## src/rtl/regfile_wb_pkg.sv

```systemverilog
// Shared types for the register-file write-back queue: entry layout and address width.
// Pure declarations; no timing or flow control.
package regfile_wb_pkg;

    localparam int REG_ADDR_WIDTH = 5;
    localparam int DATA_WIDTH     = 64;

    typedef struct packed {
        logic [REG_ADDR_WIDTH-1:0] addr;
        logic [DATA_WIDTH-1:0]     data;
    } wb_entry_t;

endpackage

```

## src/rtl/regfile_wb_queue_fwd.sv

```systemverilog
// Forwarding lookup over pending entries; combinational. The youngest matching entry wins.
// Has no flow control: it only observes the queue and never stalls it.
module regfile_wb_fwd
    import regfile_wb_pkg::*;
#(
    parameter int DEPTH         = 8,
    parameter bit ZERO_REG_ZERO = 1'b1,
    localparam int IDX_W        = $clog2(DEPTH)
) (
    input  wb_entry_t                 entries_i [DEPTH],
    input  logic [DEPTH-1:0]          age_vld_i,
    input  logic [IDX_W-1:0]          age_idx_i [DEPTH],
    input  logic [REG_ADDR_WIDTH-1:0] raddr_i,
    output logic                      hit_o,
    output logic [DATA_WIDTH-1:0]     data_o
);

    wb_entry_t w_ent;
    logic      w_lookup_ok;

    assign w_lookup_ok = !(ZERO_REG_ZERO && (raddr_i == '0));

    // Walk oldest to youngest so a later match overwrites an earlier one.
    always_comb begin
        hit_o  = 1'b0;
        data_o = '0;
        w_ent  = '0;
        for (int k = 0; k < DEPTH; k++) begin
            w_ent = entries_i[age_idx_i[k]];
            if (w_lookup_ok && age_vld_i[k] && (w_ent.addr == raddr_i)) begin
                hit_o  = 1'b1;
                data_o = w_ent.data;
            end
        end
    end

endmodule

```

## src/rtl/regfile_wb_queue.sv

```systemverilog
// Buffers committed results and drains up to NR_WRITE_PORTS oldest entries per cycle to the register file; 1-cycle min latency.
// Backpressure: in_ready_o drops when full, from registered state only; drains free space the following cycle.
module regfile_wb_queue
    import regfile_wb_pkg::*;
#(
    parameter int DATA_WIDTH     = regfile_wb_pkg::DATA_WIDTH,
    parameter int NR_WRITE_PORTS = 2,
    parameter int NR_READ_PORTS  = 2,
    parameter int DEPTH          = 8,
    parameter bit ZERO_REG_ZERO  = 1'b1,
    localparam int IDX_W         = $clog2(DEPTH),
    localparam int PTR_W         = IDX_W + 1
) (
    input  logic                                         clk_i,
    input  logic                                         rst_ni,
    input  logic                                         in_valid_i,
    output logic                                         in_ready_o,
    input  logic [REG_ADDR_WIDTH-1:0]                    in_addr_i,
    input  logic [DATA_WIDTH-1:0]                        in_data_i,
    input  logic                                         drain_en_i,
    output logic [NR_WRITE_PORTS-1:0][REG_ADDR_WIDTH-1:0] waddr_o,
    output logic [NR_WRITE_PORTS-1:0][DATA_WIDTH-1:0]     wdata_o,
    output logic [NR_WRITE_PORTS-1:0]                    we_o,
    input  logic [NR_READ_PORTS-1:0][REG_ADDR_WIDTH-1:0]  raddr_i,
    output logic [NR_READ_PORTS-1:0]                     fwd_hit_o,
    output logic [NR_READ_PORTS-1:0][DATA_WIDTH-1:0]      fwd_data_o,
    output logic [PTR_W-1:0]                             count_o,
    output logic                                         empty_o,
    output logic                                         full_o
);

    wb_entry_t        r_mem [DEPTH];
    logic [PTR_W-1:0] r_wptr;
    logic [PTR_W-1:0] r_rptr;

    logic [PTR_W-1:0] w_count;
    logic             w_full;
    logic             w_enq;
    logic             w_store;
    logic [PTR_W-1:0] w_n_avail;
    logic [PTR_W-1:0] w_n_pop;
    logic [IDX_W-1:0] w_age_idx [DEPTH];
    logic [DEPTH-1:0] w_age_vld;

    assign w_count = r_wptr - r_rptr;
    assign w_full  = (r_wptr[IDX_W] != r_rptr[IDX_W]) &&
                     (r_wptr[IDX_W-1:0] == r_rptr[IDX_W-1:0]);

    assign count_o    = w_count;
    assign empty_o    = (w_count == '0);
    assign full_o     = w_full;
    assign in_ready_o = !w_full;

    // x0 writes still complete the handshake but are dropped here.
    assign w_enq   = in_valid_i && in_ready_o;
    assign w_store = w_enq && !(ZERO_REG_ZERO && (in_addr_i == '0));

    assign w_n_avail = (w_count > PTR_W'(NR_WRITE_PORTS)) ? PTR_W'(NR_WRITE_PORTS) : w_count;
    assign w_n_pop   = drain_en_i ? w_n_avail : '0;

    always_comb begin
        for (int k = 0; k < DEPTH; k++) begin
            w_age_idx[k] = r_rptr[IDX_W-1:0] + IDX_W'(k);
            w_age_vld[k] = (PTR_W'(k) < w_count);
        end
    end

    // Port 0 carries the oldest entry so higher-port-wins keeps program order.
    for (genvar p = 0; p < NR_WRITE_PORTS; p++) begin : g_wport
        logic w_has;
        assign w_has      = (PTR_W'(p) < w_n_avail);
        assign waddr_o[p] = w_has ? r_mem[w_age_idx[p]].addr : '0;
        assign wdata_o[p] = w_has ? r_mem[w_age_idx[p]].data : '0;
        assign we_o[p]    = w_has && drain_en_i;
    end

    for (genvar r = 0; r < NR_READ_PORTS; r++) begin : g_fwd
        regfile_wb_fwd #(
            .DEPTH         (DEPTH),
            .ZERO_REG_ZERO (ZERO_REG_ZERO)
        ) u_fwd (
            .entries_i (r_mem),
            .age_vld_i (w_age_vld),
            .age_idx_i (w_age_idx),
            .raddr_i   (raddr_i[r]),
            .hit_o     (fwd_hit_o[r]),
            .data_o    (fwd_data_o[r])
        );
    end

    always_ff @(posedge clk_i or negedge rst_ni) begin
        if (!rst_ni) begin
            r_wptr <= '0;
            r_rptr <= '0;
            for (int i = 0; i < DEPTH; i++) begin
                r_mem[i] <= '0;
            end
        end else begin
            if (w_store) begin
                r_mem[r_wptr[IDX_W-1:0]] <= '{addr: in_addr_i, data: in_data_i};
                r_wptr                   <= r_wptr + PTR_W'(1);
            end
            r_rptr <= r_rptr + w_n_pop;
        end
    end

endmodule

```

## config.mk

```make
export PLATFORM = sky130hd
export DESIGN_NAME = regfile_wb_queue
export DESIGN_NICKNAME = d
export VERILOG_FILES = /design/src/rtl/regfile_wb_pkg.sv /design/src/rtl/regfile_wb_queue_fwd.sv /design/src/rtl/regfile_wb_queue.sv
export SDC_FILE = /design/constraint.sdc
export NUM_CORES = 2
export LEC_CHECK = 0
export BUFFER_PORTS_ARGS = -buffer_cell sky130_fd_sc_hd__buf_2
export CORE_ASPECT_RATIO = 0.7
export CORE_MARGIN = 3
export CORE_UTILIZATION = 40
export DETAILED_ROUTE_END_ITERATION = 10
export PLACE_DENSITY = 0.59
export SYNTH_ARGS = -nofsm -noshare
export SYNTH_HDL_FRONTEND = slang
export SYNTH_SLANG_ARGS = --single-unit
```

## constraint.sdc

```tcl
create_clock -name clk_i -period 6.3 [get_ports clk_i]
set_clock_uncertainty 0.15 [all_clocks]
set_input_delay 0.945 -clock clk_i [delete_from_list [all_inputs] [get_ports clk_i]]
set_output_delay 0.945 -clock clk_i [all_outputs]
set_load 0.05 [all_outputs]
```

==> report_table.html <==
<table>
<tr><th>Metric</th><th>Value</th></tr>
<tr><th colspan="2">Clock network</th></tr>
<tr><td>Clock Latency Late Sink</td><td>0.67 ns</td></tr>
<tr><td>CTS tree</td><td>yes</td></tr>
<tr><td>Count of H-tree levels built during CTS</td><td>3</td></tr>
<tr><td>Max Root-Sink Buffers</td><td>3</td></tr>
<tr><td>CTS clock-pin slew for the worst setup and hold paths</td><td>0.06 ns</td></tr>
<tr><td>Cell at the root of the clock tree</td><td>clkbuf_16</td></tr>
<tr><td>Number of clock sinks</td><td>560</td></tr>
<tr><td>CTS Hold Bufs</td><td>0</td></tr>
<tr><td>Number of buffers added by the clock tree synthesis step</td><td>69</td></tr>
<tr><th colspan="2">Die</th></tr>
<tr><td>Number of rows in the core area</td><td>109</td></tr>
<tr><td>Total Die Area</td><td>132,800 um^2</td></tr>
<tr><td>Number of top-level pins</td><td>360</td></tr>
<tr><td>Chip width</td><td>434.3 um</td></tr>
<tr><td>Effective utilization at floorplan</td><td>40.51%</td></tr>
<tr><td>Vert. Die Dim</td><td>305.8 um</td></tr>
<tr><td>Core area</td><td>126,800 um^2</td></tr>
<tr><th colspan="2">Logic synthesis</th></tr>
<tr><td>Nets in the synthesized netlist</td><td>4,679</td></tr>
<tr><td>Synthesized netlist cell count</td><td>4,585</td></tr>
<tr><td>Number of synthesized register bits</td><td>560</td></tr>
<tr><td>Number of flops mapped to enable cells by yosys</td><td>0</td></tr>
<tr><td>Post-synthesis instance area</td><td>51,370 um^2</td></tr>
<tr><td>Top_reg_cell synth</td><td>dfrtp_1</td></tr>
<tr><td>Netlist cell types</td><td>70</td></tr>
<tr><td>Share of synthesized flip-flops with an asynchronous set or reset</td><td>100.0%</td></tr>
<tr><td>Warnings from Yosys</td><td>0</td></tr>
<tr><td>Average instance area after synthesis</td><td>11.20 um^2</td></tr>
<tr><td>Fraction of the yosys area taken by sequential cells</td><td>27.28%</td></tr>
<tr><th colspan="2">GRT</th></tr>
<tr><td>GR Layer Usage met3</td><td>13.44%</td></tr>
<tr><td>Pin count of the biggest net entering global routing</td><td>146</td></tr>
<tr><td>Overflow left after global routing</td><td>0</td></tr>
<tr><td>Number of global-route vias before repair</td><td>45,631</td></tr>
<tr><td>Layer carrying the most global-route usage</td><td>met2</td></tr>
<tr><td>Met1 Track Usage GR</td><td>43.79%</td></tr>
<tr><td>Met2 routing resource usage after global routing</td><td>45.48%</td></tr>
<tr><td>Global-route wire length before repair</td><td>323,700 um</td></tr>
<tr><td>Number of antenna violations at the first check in global routing</td><td>30</td></tr>
<tr><td>Total GRT Usage</td><td>32.86%</td></tr>
<tr><th colspan="2">Route</th></tr>
<tr><td>Detail Route Antenna Nets</td><td>0</td></tr>
<tr><td>Drc violations</td><td>0</td></tr>
<tr><td>1st-iter DRT viols</td><td>7,211</td></tr>
<tr><td>Wire length per cell</td><td>35.06 um</td></tr>
<tr><td>Post-detailed-routing wire length</td><td>225,200 um</td></tr>
<tr><td>Via count</td><td>47,343</td></tr>
<tr><td>Pre-Repair DR Iteration Count</td><td>8</td></tr>
<tr><td>Post-detailed-route via-to-cell ratio</td><td>7.371</td></tr>
<tr><th colspan="2">Place</th></tr>
<tr><td>Instance count after placement with tap cells included</td><td>6,257</td></tr>
<tr><td>Final weighted congestion in routability-driven placement</td><td>0.9125</td></tr>
<tr><td>HPWL reported at the end of detailed placement</td><td>133,800 um</td></tr>
<tr><td>Total of buffers placed on input and output ports</td><td>359</td></tr>
<tr><th colspan="2">Worst setup path</th></tr>
<tr><td>Required time at the worst-slack endpoint</td><td>5.20 ns</td></tr>
<tr><td>Startpoint Class</td><td>flop</td></tr>
<tr><td>Setup CP Type</td><td>reg2out</td></tr>
<tr><td>Sort of element at the end of the critical path</td><td>output pin</td></tr>
<tr><td>Arrival time of the worst setup path</td><td>5.17 ns</td></tr>
<tr><td>Highest fanout seen on the critical path</td><td>30</td></tr>
<tr><th colspan="2">Layout</th></tr>
<tr><td>Post-route insts no fill</td><td>6,423</td></tr>
<tr><td>Commonest cells after routing, fill and taps aside</td><td>mux2_2 (570), dfrtp_1 (557), mux4_2 (556), mux2i_1 (480), nand2_1 (384)</td></tr>
<tr><td>Layout area overhead</td><td>13.67%</td></tr>
<tr><td>Fraction of layout instances using a drive strength above 1</td><td>39.98%</td></tr>
<tr><td>Footprint of the multi-input gates</td><td>35,690 um^2</td></tr>
<tr><td>Commonest non-fill, non-tap cell in the layout</td><td>mux2_2</td></tr>
<tr><td>Net count reported at finish</td><td>4,785</td></tr>
<tr><td>FILL cells</td><td>11,594</td></tr>
<tr><td>Storage element area</td><td>14,020 um^2</td></tr>
<tr><th colspan="2">Timing</th></tr>
<tr><td>Maximum achievable frequency</td><td>159.6 MHz</td></tr>
<tr><td>Number of failing hold endpoints at the final stage</td><td>0</td></tr>
<tr><td>Setup TNS</td><td>0 ns</td></tr>
<tr><td>Transition time of the tightest slew-check pin</td><td>1.213 ns</td></tr>
<tr><td>Final Cycle Share</td><td>99.47%</td></tr>
<tr><td>Final critical path time including I/O delays and setup</td><td>6.266 ns</td></tr>
<tr><td>Final setup violation count</td><td>0</td></tr>
<tr><td>Final max-slew violation count</td><td>0</td></tr>
<tr><td>Relative slew slack</td><td>19.16%</td></tr>
<tr><th colspan="2">Status</th></tr>
<tr><td>Status</td><td>complete, no violations</td></tr>
<tr><th colspan="2">Worst hold path</th></tr>
<tr><td>Worst hold path class</td><td>in2async</td></tr>
<tr><th colspan="2">Flow run</th></tr>
<tr><td>Max-capacitance violation count</td><td>0</td></tr>
</table>
==> per-stage QoR <==
| step | setup WS (ns) | hold WS (ns) | instance area [um^2] | utilization [%] |
|---|---|---|---|---|
| after floorplan | 0.1189 | 0.3107 | 51660 | - |
| after global placement | 0.3337 | 0.3321 | 55500 | 43.76 |
| after detailed placement | 0.3219 | 0.3332 | 55500 | 43.76 |
| after CTS | -0.002933 | 0.1856 | 58200 | 45.89 |
| after global routing | -0.006213 | 0.2073 | 58370 | 46.02 |
| final | 0.03370 | 0.1865 | 58400 | 46.04 |
==> area by class of cell <==
cell class              count  area share (%)
flip-flops and latches    560           24.02
clock buffers              91           3.360
inverters                  55          0.3621
well taps                1665           3.567
repair buffers            524           6.698
clock inverters            31          0.8163
diodes                     16         0.06856
multi-input cells        3481           61.11
==> sequential cells by signal, summed over array words and instances, names as in the netlist <==
| signal | cells |
|---|---|
| r_mem | 552 |
| r_rptr | 4 |
| r_wptr | 4 |
==> worst max-delay path, cell delays in order (launching register included) <==
cell and delay, ns:
dfrtp_4 0.50, buf_4 0.29, fa_1 0.46, xor2_1 0.35
inv_1 0.16, a21oi_1 0.47, or3_1 0.26, or3_4 0.44
buf_4 0.44, nand2_1 0.30, o31ai_4 0.59, buf_12 0.21
==> cell usage after synthesis, types with 15 or more instances <==
cell type | number | area [um^2]
o211ai_1 | 55 | 412.9
a211oi_1 | 139 | 1044
xnor2_1 | 60 | 525.5
o31ai_1 | 83 | 623.1
mux4_2 | 556 | 12520
mux2i_1 | 481 | 4815
inv_1 | 53 | 198.9
dfrtp_1 | 560 | 14010
nand3_1 | 36 | 180.2
o2111ai_1 | 63 | 551.8
nor2_1 | 214 | 803.3
o311ai_0 | 54 | 473.0
a21oi_1 | 176 | 880.8
clkbuf_1 | 262 | 983.4
buf_1 | 59 | 221.5
a31oi_1 | 31 | 193.9
mux2_2 | 570 | 6419
o21ai_0 | 129 | 645.6
buf_2 | 147 | 735.7
nand2_1 | 386 | 1449
xor2_1 | 33 | 289.0
o221ai_1 | 45 | 394.1
o21ai_1 | 28 | 140.1
nand4_1 | 65 | 406.6
a22oi_1 | 15 | 112.6
nor3_1 | 52 | 260.3
o22ai_1 | 86 | 538.0
==> path summary, 6_finish.rpt <==
path	startpoint	endpoint	slack, ns	cells past startpoint
max	r_rptr[1]$_DFF_PN0_	fwd_data_o[48]	0.03	11
min	rst_ni	r_mem[128]$_DFFE_PN0P_	0.19	1
max reg2reg	r_rptr[1]$_DFF_PN0_	r_mem[15]$_DFFE_PN0P_	2.24	9
min reg2reg	r_rptr[3]$_DFF_PN0_	r_rptr[3]$_DFF_PN0_	0.35	1
max in group asynchronous	rst_ni	r_mem[154]$_DFFE_PN0P_	4.46	2
min in group clk_i	r_rptr[3]$_DFF_PN0_	r_rptr[3]$_DFF_PN0_	0.35	1
==> kinds of logic (layout without fill, tap and decap cells) <==
kind of cell,Yosys count,after routing,synth area share (%)
flops,560,560,27.28
mux,1613,1613,46.45
fa+ha+maj,11,11,0.2971
xor+xnor,99,99,1.819
other cells,1,17,0.007299
compound gates,948,948,12.73
simple gates,802,809,6.727
buf+inv,551,701,4.696
==> repair_timing <==
item	CTS	global route
gates cloned	4	3
setup endpoints to repair	123	120
resized for setup	14	18
buffers inserted	17	5
pin swaps	9	5
==> layer usage <==
metal / share of wire [%] / vias to the layer above / wire (um)
li1: - / 18476 / -
met1: 37 / 23636 / 84020
met2: 41 / 4207 / 92440
met3: 15 / 1008 / 34000
met4: 6.5 / 16 / 14600
met5: 0.046 / - / 104
Power is left out: the tool's default activity adds up to more than one toggle a clock period on the data nets, which glitch-free logic cannot reach.
